## src/rtl/pc_irq_unit.sv

```systemverilog
// Next-PC and interrupt/exception sequencer: owns the PC, EPC, pending and mask registers.
// Arbitrates exception > IRQ > normal flow on every non-stalled cycle.
module pc_irq_unit #(
   parameter int unsigned XLEN     = 32,
   parameter logic [XLEN-1:0] RESET_VEC = XLEN'(32'h0000_0000),
   parameter logic [XLEN-1:0] IRQ_VEC   = XLEN'(32'h8000_0004),
   parameter logic [XLEN-1:0] EXC_VEC   = XLEN'(32'h8000_0008),
   parameter int unsigned NUM_IRQ  = 4,
   parameter bit          IRQ_EDGE = 1'b1
) (
   input  logic               clk,
   input  logic               reset,
   input  logic               stall,
   input  logic [2:0]         pc_sel,
   input  logic               branch_taken,
   input  logic [15:0]        imm16,
   input  logic [25:0]        instr_index,
   input  logic [XLEN-1:0]    jr_target,
   input  logic               exc_req,
   input  logic [NUM_IRQ-1:0] irq_in,
   input  logic               mask_we,
   input  logic [NUM_IRQ-1:0] mask_wdata,
   output logic [XLEN-1:0]    pc,
   output logic [XLEN-1:0]    pc_plus4,
   output logic [XLEN-1:0]    epc,
   output logic               kernel,
   output logic               irq_taken,
   output logic [3:0]         irq_id,
   output logic               exc_taken,
   output logic [NUM_IRQ-1:0] irq_pending,
   output logic [NUM_IRQ-1:0] irq_mask
);

   logic [XLEN-1:0]    pc_q, pc_d;
   logic [XLEN-1:0]    epc_q, epc_d;
   logic [NUM_IRQ-1:0] pend_q, pend_d;
   logic [NUM_IRQ-1:0] mask_q, mask_d;
   logic [NUM_IRQ-1:0] prev_q;
   logic               irq_taken_q, irq_taken_d;
   logic               exc_taken_q, exc_taken_d;
   logic [3:0]         irq_id_q, irq_id_d;

   logic [XLEN-1:0]    pc_inc;
   logic [XLEN-1:0]    br_off;
   logic [XLEN-1:0]    br_tgt, jmp_tgt, jr_tgt, norm_tgt;
   logic [NUM_IRQ-1:0] elig;
   logic [NUM_IRQ-1:0] clr;
   logic [3:0]         sel_id;
   logic               exc_ev, irq_ev;

   assign pc_inc = pc_q + XLEN'(4);
   assign br_off = {{(XLEN-18){imm16[15]}}, imm16, 2'b00};
   assign elig   = pend_q & mask_q;

   // Lowest eligible index wins: scan downward so the last hit is the smallest.
   always_comb begin
      sel_id = 4'd0;
      for (int i = NUM_IRQ - 1; i >= 0; i--) begin
         if (elig[i]) sel_id = 4'(i);
      end
   end

   always_comb begin
      br_tgt     = branch_taken ? (pc_inc + br_off) : pc_inc;
      br_tgt[31] = pc_q[31];
      jmp_tgt        = pc_inc;
      jmp_tgt[31:0]  = {pc_q[31], pc_inc[30:28], instr_index, 2'b00};
      // User mode can never jump into kernel space; kernel may drop back to user.
      jr_tgt     = jr_target;
      jr_tgt[31] = jr_target[31] & pc_q[31];
      case (pc_sel[1:0])
         2'd1:    norm_tgt = br_tgt;
         2'd2:    norm_tgt = jmp_tgt;
         2'd3:    norm_tgt = jr_tgt;
         default: norm_tgt = pc_inc;
      endcase
   end

   always_comb begin
      exc_ev = ~stall & (exc_req | pc_sel[2]);
      irq_ev = ~stall & ~exc_ev & (|elig) & ~pc_q[31];

      pc_d        = pc_q;
      epc_d       = epc_q;
      irq_id_d    = irq_id_q;
      irq_taken_d = irq_ev;
      exc_taken_d = exc_ev;
      clr         = '0;

      if (exc_ev) begin
         pc_d  = EXC_VEC;
         epc_d = pc_q;
      end else if (irq_ev) begin
         pc_d        = IRQ_VEC;
         epc_d       = pc_q;
         irq_id_d    = sel_id;
         clr[sel_id] = 1'b1;
      end else if (!stall) begin
         pc_d = norm_tgt;
      end

      // A new edge on the line being cleared keeps it pending.
      if (IRQ_EDGE) pend_d = (pend_q & ~clr) | (irq_in & ~prev_q);
      else          pend_d = irq_in;

      mask_d = mask_we ? mask_wdata : mask_q;
   end

   always_ff @(posedge clk or negedge reset) begin
      if (!reset) begin
         pc_q        <= RESET_VEC;
         epc_q       <= '0;
         pend_q      <= '0;
         mask_q      <= '0;
         prev_q      <= '0;
         irq_taken_q <= 1'b0;
         exc_taken_q <= 1'b0;
         irq_id_q    <= 4'd0;
      end else begin
         pc_q        <= pc_d;
         epc_q       <= epc_d;
         pend_q      <= pend_d;
         mask_q      <= mask_d;
         prev_q      <= irq_in;
         irq_taken_q <= irq_taken_d;
         exc_taken_q <= exc_taken_d;
         irq_id_q    <= irq_id_d;
      end
   end

   assign pc          = pc_q;
   assign pc_plus4    = pc_inc;
   assign epc         = epc_q;
   assign kernel      = pc_q[31];
   assign irq_taken   = irq_taken_q;
   assign irq_id      = irq_id_q;
   assign exc_taken   = exc_taken_q;
   assign irq_pending = pend_q;
   assign irq_mask    = mask_q;

endmodule

```

## config.mk

```make
export PLATFORM = sky130hd
export DESIGN_NAME = pc_irq_unit
export DESIGN_NICKNAME = d
export VERILOG_FILES = /design/src/rtl/pc_irq_unit.sv
export SDC_FILE = /design/constraint.sdc
export NUM_CORES = 1
export LEC_CHECK = 0
export ABC_CLOCK_PERIOD_IN_PS = 4230
export CORE_ASPECT_RATIO = 0.9
export CORE_UTILIZATION = 35
export DETAILED_ROUTE_END_ITERATION = 7
export PLACE_DENSITY = 0.6
export RECOVER_POWER = 100
export SKIP_LAST_GASP = 1
export SLEW_MARGIN = 20
export SYNTH_ARGS = -nofsm -noshare
export SYNTH_HDL_FRONTEND = slang
export SYNTH_SLANG_ARGS = --single-unit
```

## constraint.sdc

```tcl
create_clock -name clk -period 4.23 [get_ports clk]
set_input_delay 0.423 -clock clk [delete_from_list [all_inputs] [get_ports clk]]
set_output_delay 0.423 -clock clk [all_outputs]
set_load 0.05 [all_outputs]
```

==> summary.txt, run 1 <==
Post-CTS Hold Buffers - 0
Worst min-delay path class - flip-flop to flip-flop
Clk slew on worst S/H paths - 0.07 ns
Most frequent cell after synthesis - nand2_1
Core Area - 16800 um^2
Max-slew violations - 58
Status - complete, but fails checks
Antenna viol nets, final - 0
Maxcap violations - 2
Port-buffer cells - 199
Post-synth ARST share - 100%
Worst Skew - 0.00946 ns
Routed wire per std cell - 19.1 um
Via density per instance - 5.55
WS Path Type - flip-flop to flip-flop
RSZ-0062 raised after global routing - false
Max FO, Critical Path - 6
Logic pwr share - 37.7%
TritonRoute pass-1 iters - 5
F_max - 0.251 GHz
Final Hold Violating Endpoints - 0
Met1 GRT Util - 31.9%
Worst r2r src - pc[2]
Fin nets - 1002
Worst slew pin tran - 2.41 ns
Pleak - 4.10 nW
Largest family of logic cells by synthesized area - compound AO/OA/AOI/OAI gates
GPL Wtd Cong - 0.939
Largest net degree at the start of global routing - 43
Area share of and/or/nand/nor cells after synthesis - 17.5%
Failing checks - capacitance limit, slew limit
Distinct cells, synth - 65
Max VDD drop - 0.000186 V
Synth cell count leaders - nand2_1, dfrtp_1, o21ai_0, a21oi_1, mux2_2
Startpoint Class - flip-flop
Synth area leader - dfrtp_1
Met2 Resource Use GR - 38.2%
Sequential share of the synthesized area - 33.3%
Vias in the first global route - 6017
Die Y-Extent - 126 um
Post-DP HPWL - 15600 um
Worst path arrival time - 4.21 ns
Initial DRC count - 393
Final period util - 94.0%
Final wirelength - 20900 um
Pwr/cell area - 326 nW/um^2
Ys Warns - 0
Setup TNS - 0 ns
Gr usage total - 24.2%
Gr busiest metal - met2
Post-synth top flop - dfrtp_1
Sequential share of power - 31.7%
Int Power - 1.76 mW
Clock power share - 30.7%
Initial antenna violation count - 0
Clk buf depth - 2
Share of cells above drive strength 1 - 11.6%
Compound-gate portion of the synthesized area - 21.2%
Ranking of synthesized cells by area - dfrtp_1, mux2_2, ha_1, nand2_1, o21ai_0
Post-synthesis mux area share - 9.88%
Required @ worst endpoint - 4.46 ns
P&R area growth vs syn - 44.6%
Worst Setup SP - pc[2]
Die W - 140 um
Clock buffer count from CTS - 9
Die area - 17700 um^2
Max transition margin - -62.2%
Critical path endpoint category - flip-flop
Area share of the largest cell type after synthesis - 33.3%
Net Sw Power - 1.08 mW
CTS tree - built
Vias - 6055
DRC errors left - 0
Hold_sp - prev_q[0]
I/O pin cnt - 202
#FFs+latches synth - 80
Clock sinks - 80
Syn Area/Cell - 8.87 um^2
Clock Latency Late Sink - 0.36 ns
Antenna diodes - 0
Synth Instances - 678
CTS root buffer - clkbuf_16
GR Overflow Total - 0
Crit path time final - 3.98 ns
First-pass GRT wire length - 33000 um
Post-Synth Adder-Cell Area - 7.61%
Fill cells - 1552
Count of final setup violators - 0
Synth Cell Area - 6010 um^2
Initial Util - 35.7%
Net Sw Frac - 37.9%
Fin util - 51.6%
Met3 Use GR - 7.47%
Htree depth - 3
Post-synth EDFFs - 0
Number of cell rows - 45
XOR/XNOR Fraction of Synth Area - 6.97%
[sequential cells by signal, summed over array words and instances, names as in the netlist]
signal,flops
irq_mask,4
pc,32
prev_q,4
irq_id,2
irq_pending,4
epc,32
irq_taken,1
exc_taken,1
[placed cells by master, fill, tap and decap left out, drive strengths merged, types with 13 or more instances in the layout]
cell type and n:
a21o 13, a21oi 53, buf 15, clkbuf 15, clkdlybuf4s50 80, dfrtp 80, dlygate4sd3 116, ha 35
inv 18, mux2 43, nand2 93, nand3 17, nor2 37, o21ai 61, xnor2 32, xor2 15
[stage by stage]
step / power [mW] / setup slack [ns] / instances / hold WS (ns) / area (um^2)
final: 2.83 / 0.252 / 1091 / 0.415 / 8690
after global routing: 2.97 / 0.0577 / 1091 / 0.438 / 8690
after CTS: 2.90 / 0.0461 / 1091 / 0.0676 / 8700
after floorplan: 1.60 / 0.00698 / 679 / 0.127 / 6150
after detailed placement: 2.01 / 0.0558 / 1075 / 0.411 / 8380
after global placement: 2.00 / 0.197 / 1075 / 0.402 / 8380
[per-layer routing]
metal  part of all wire (%)  routed length [um]
met3                    8.7                1820
met4                    1.6                 342
met2                     44                9240
met5                      0                   0
met1                     45                9480
[power groups by stage]
stage / clock network [mW] / logic [mW] / registers (mW)
CTS: 0.895 / 1.10 / 0.901
detailed placement: 0 / 1.10 / 0.914
finish: 0.870 / 1.07 / 0.898
floorplan: 0 / 0.470 / 1.13
global route: 0.925 / 1.14 / 0.909
global placement: 0 / 1.09 / 0.910
[what timing repair did]
| action | in CTS | in global routing |
|---|---|---|
| resized for setup | 0 | 4 |
| buffers inserted | 0 | 0 |
| endpoints found under the setup margin | 0 | 3 |
[critical path: stages (launching register included)]
cell and delay [ns]:
dfrtp_2 0.41, ha_1 0.18, nand2_1 0.12, or3_4 0.46, nor2_1 0.17, nand3_1 0.20, xnor2_4 0.19, ha_1 0.35
a21oi_1 0.22, nor2_1 0.08, a211oi_2 0.31, o221a_2 0.27, o21ai_0 0.14, nor3b_1 0.31, o41ai_1 0.10, a222oi_1 0.23
o21ai_0 0.12
[logic make-up (layout without fill, tap and decap cells)]
group | count (synthesis) | after routing
DFF | 80 | 80
AOI/OAI and AO/OA | 202 | 202
buffers and inverters | 47 | 248
xor gates and xnor gates | 47 | 47
muxes | 54 | 54
and+or+nand+nor | 211 | 211
adders and majority gates | 36 | 36
other | 1 | 2
[final cells by class]
cell class	count	area [um^2]	area share, %
Clock buffer	12	246	2.83
Tap cell	211	264	3.04
Multi-Input combinational cell	552	3950	45.4
Sequential cell	80	2010	23.1
Clock inverter	4	77.6	0.892
Timing Repair Buffer	214	2080	23.9
Inverter	18	67.6	0.777
[final timing paths]
kind / slack (ns) / endpoint / cells after the start
worst max-delay path: 0.25 / pc[27] / 16
worst min-delay path: 0.42 / irq_pending[0] / 1
worst max register to register: 0.25 / pc[27] / 16
worst min register to register: 0.42 / irq_pending[0] / 1
max in group asynchronous: 1.39 / epc[21] / 2
min in group asynchronous: 0.73 / epc[3] / 1
No activity file was read; power rests on OpenSTA's default activity.
==> run 2, diff against run 1 <==
- ABC_AREA: not set -> 1
- PLACE_DENSITY: 0.6 -> 0.58
- SLEW_MARGIN: 20 -> not set
==> summary.txt, run 2 <==
Status - complete, but fails checks (unchanged)
Failing checks - capacitance limit, slew limit (unchanged)
Final Hold Violating Endpoints - 0 (unchanged)
Clk buf depth - 2 (unchanged)
CP top delay family - buffers and inverters (was compound AO/OA/AOI/OAI gates)
First-pass GRT wire length - 44200 um (was 33000 um)
Critical path endpoint category - flip-flop (unchanged)
WS Path Type - primary input to flip-flop (was flip-flop to flip-flop)
Routed wire per std cell - 17.6 um (was 19.1 um)
Clk slew on worst S/H paths - 0.06 ns (was 0.07 ns)
#FFs+latches synth - 80 (unchanged)
Clock Latency Late Sink - 0.34 ns (was 0.36 ns)
Worst min-delay path class - flip-flop to flip-flop (unchanged)
Initial Util - 35.9% (was 35.7%)
Pwr/cell area - 295 nW/um^2 (was 326 nW/um^2)
Most frequent cell after synthesis - nand2_1 (unchanged)
Final period util - 91.1% (was 94.0%)
Pleak - 5.23 nW (was 4.10 nW)
CTS tree - built (unchanged)
Maxcap violations - 1 (was 2)
Ranking of synthesized cells by area - dfrtp_1, nand2_1, inv_1, ha_1, o21ai_0 (was dfrtp_1, mux2_2, ha_1, nand2_1, o21ai_0)
Fin nets - 1478 (was 1002)
Fill cells - 2108 (was 1552)
Antenna viol nets, final - 0 (unchanged)
Clock buffer count from CTS - 9 (unchanged)
P&R area growth vs syn - 34.8% (was 44.6%)
Worst Skew - 0.00728 ns (was 0.00946 ns)
Post-synth EDFFs - 0 (unchanged)
Worst slew pin tran - 2.09 ns (was 2.41 ns)
Synth Cell Area - 7210 um^2 (was 6010 um^2)
Max FO, Critical Path - 22 (was 6)
Max VDD drop - 0.000226 V (was 0.000186 V)
Distinct cells, synth - 49 (was 65)
DRC errors left - 0 (unchanged)
TritonRoute pass-1 iters - 6 (was 5)
Count of final setup violators - 0 (unchanged)
Port-buffer cells - 199 (unchanged)
Post-DP HPWL - 22800 um (was 15600 um)
Max transition margin - -39.5% (was -62.2%)
Area share of the largest cell type after synthesis - 27.8% (was 33.3%)
Initial DRC count - 699 (was 393)
Largest net degree at the start of global routing - 81 (was 43)
Die W - 153 um (was 140 um)
Share of cells above drive strength 1 - 5.31% (was 11.6%)
Commonest non-fill, non-tap cell in the layout - nand2_1 (was dlygate4sd3_1)
GPL Wtd Cong - 0.934 (was 0.939)
Syn Area/Cell - 6.20 um^2 (was 8.87 um^2)
Post-synth ARST share - 100% (unchanged)
Setup TNS - 0 ns (unchanged)
I/O pin cnt - 202 (unchanged)
Crit path time final - 3.85 ns (was 3.98 ns)
Die Y-Extent - 138 um (was 126 um)
Gr usage total - 26.9% (was 24.2%)
GR Overflow Total - 0 (unchanged)
Clock sinks - 80 (unchanged)
Synth cell count leaders - nand2_1, inv_1, dfrtp_1, nor2_1, o21ai_0 (was nand2_1, dfrtp_1, o21ai_0, a21oi_1, mux2_2)
Synth Instances - 1163 (was 678)
Critical path's slowest cell - clkbuf_1 (was or3_4)
Gates resized, CTS repair - 0 (unchanged)
Commonest non-fill, non-tap cells in the layout - nand2_1, inv_1, dlygate4sd3_1, clkdlybuf4s50_1, nor2_1 (was dlygate4sd3_1, nand2_1, clkdlybuf4s50_1, dfrtp_1, o21ai_0)
Vias - 8199 (was 6055)
Final Cell Area - 9720 um^2 (was 8690 um^2)
Post-synth top flop - dfrtp_1 (unchanged)
Worst Path Buf+Inv - 5 (was 0)
Initial antenna violation count - 0 (unchanged)
Area after DPL - 9440 um^2 (was 8380 um^2)
Required @ worst endpoint - 4.49 ns (was 4.46 ns)
Final wirelength - 28300 um (was 20900 um)
RSZ-0062 raised after global routing - false (unchanged)
Via density per instance - 5.09 (was 5.55)
Number of cell rows - 49 (was 45)
CP Cell Sequence - dlygate4sd3_1 > clkbuf_1 > inv_2 > nand3_1 > nor2_1 > o21ai_2 > inv_2 > nor2_2 > inv_2 > a21oi_1 > nand2_1 > o21ai_0 (was ha_1 > nand2_1 > or3_4 > nor2_1 > nand3_1 > xnor2_4 > ha_1 > a21oi_1 > nor2_1 > a211oi_2 > o221a_2 > o21ai_0 > nor3b_1 > o41ai_1 > a222oi_1 > o21ai_0)
Synth area leader - dfrtp_1 (unchanged)
Htree depth - 3 (unchanged)
Antenna diodes - 0 (unchanged)
CP most frequent cell - inv_2
Core Area - 20100 um^2 (was 16800 um^2)
Ys Warns - 0 (unchanged)
Max-slew violations - 81 (was 58)
Sequential share of the synthesized area - 27.8% (was 33.3%)
Vias in the first global route - 7817 (was 6017)
Biggest cell delay along the critical path - 0.91 ns (was 0.46 ns)
CTS root buffer - clkbuf_16 (unchanged)
Die area - 21200 um^2 (was 17700 um^2)
Worst path arrival time - 4.11 ns (was 4.21 ns)
F_max - 0.260 GHz (was 0.251 GHz)
Setup bufs post-CTS - 0 (unchanged)
Post-CTS Hold Buffers - 0 (unchanged)
Startpoint Class - primary input (was flip-flop)
## run 2: cell count changes after synthesis, sizes merged, moves of 9 or more
cell	change
nand3	+58
xnor2	-24
mux2	-40
o21ai	+28
mux2i	-11
nand2b	-9
nand2	+345
a211oi	-10
a21o	-9
nor2	+56
inv	+150
## run 2: per-layer routing
layer	GRT usage (%)	wire, um
met1	39.1	13600
met4	6.06	481
met5	0	0
met3	4.61	1950
met2	41.4	12200
## run 2: final timing paths
check                           startpoint  slack, ns  cells after the start              to
min in group asynchronous            reset       0.69                      1          epc[5]
worst min-delay path             prev_q[3]       0.42                      1  irq_pending[3]
worst max register to register       pc[2]       0.42                     19          pc[27]
worst max-delay path                 stall       0.38                     12          pc[13]
worst min register to register   prev_q[3]       0.42                      1  irq_pending[3]
max in group asynchronous            reset       2.31                      1          pc[29]
## run 2: cell type report
class                      instances  area, um^2  share of cell area (%)
multi-input combinational        880        4380                    45.0
tap                              255         319                    3.28
clock inverter                     5        56.3                   0.579
sequential                        80        2000                    20.6
clock buffer                      11         243                    2.50
timing repair buffer             212        2090                    21.5
inverter                         168         631                    6.49
## run 2: kinds of logic after synthesis
logic type               count (synthesis)  synth area share, %
flip-flops                              80                 27.8
AND/OR/NAND/NOR                        633                 37.0
XOR/XNOR                                23                 2.90
multiplexers                             3                0.468
adder cells (fa/ha/maj)                 36                 6.35
AO/OA/AOI/OAI                          183                 14.0
buffers and inverters                  204                 11.5
other                                    1               0.0520
## run 2: through the flow
stage / worst slack, ns / instances / total power, mW / hold slack, ns / utilization (%)
detailed placement: 0.579 / 1595 / 2.12 / 0.412 / 46.9
floorplan: 0.756 / 1164 / 1.65 / 0.127 / -
CTS: 0.552 / 1611 / 2.92 / 0.315 / 48.4
finish: 0.377 / 1611 / 2.87 / 0.418 / 48.3
global route: 0.137 / 1611 / 3.02 / 0.447 / 48.3
global placement: 0.580 / 1595 / 2.12 / 0.402 / 46.9
## run 2: report_power, final
| part | internal (mW) | leakage (nW) | switching, mW |
|---|---|---|---|
| Clock | 0.473 | 0.145 | 0.324 |
| Combinational | 0.372 | 4.04 | 0.806 |
| Sequential | 0.832 | 1.04 | 0.0633 |
| Total | 1.68 | 5.23 | 1.19 |
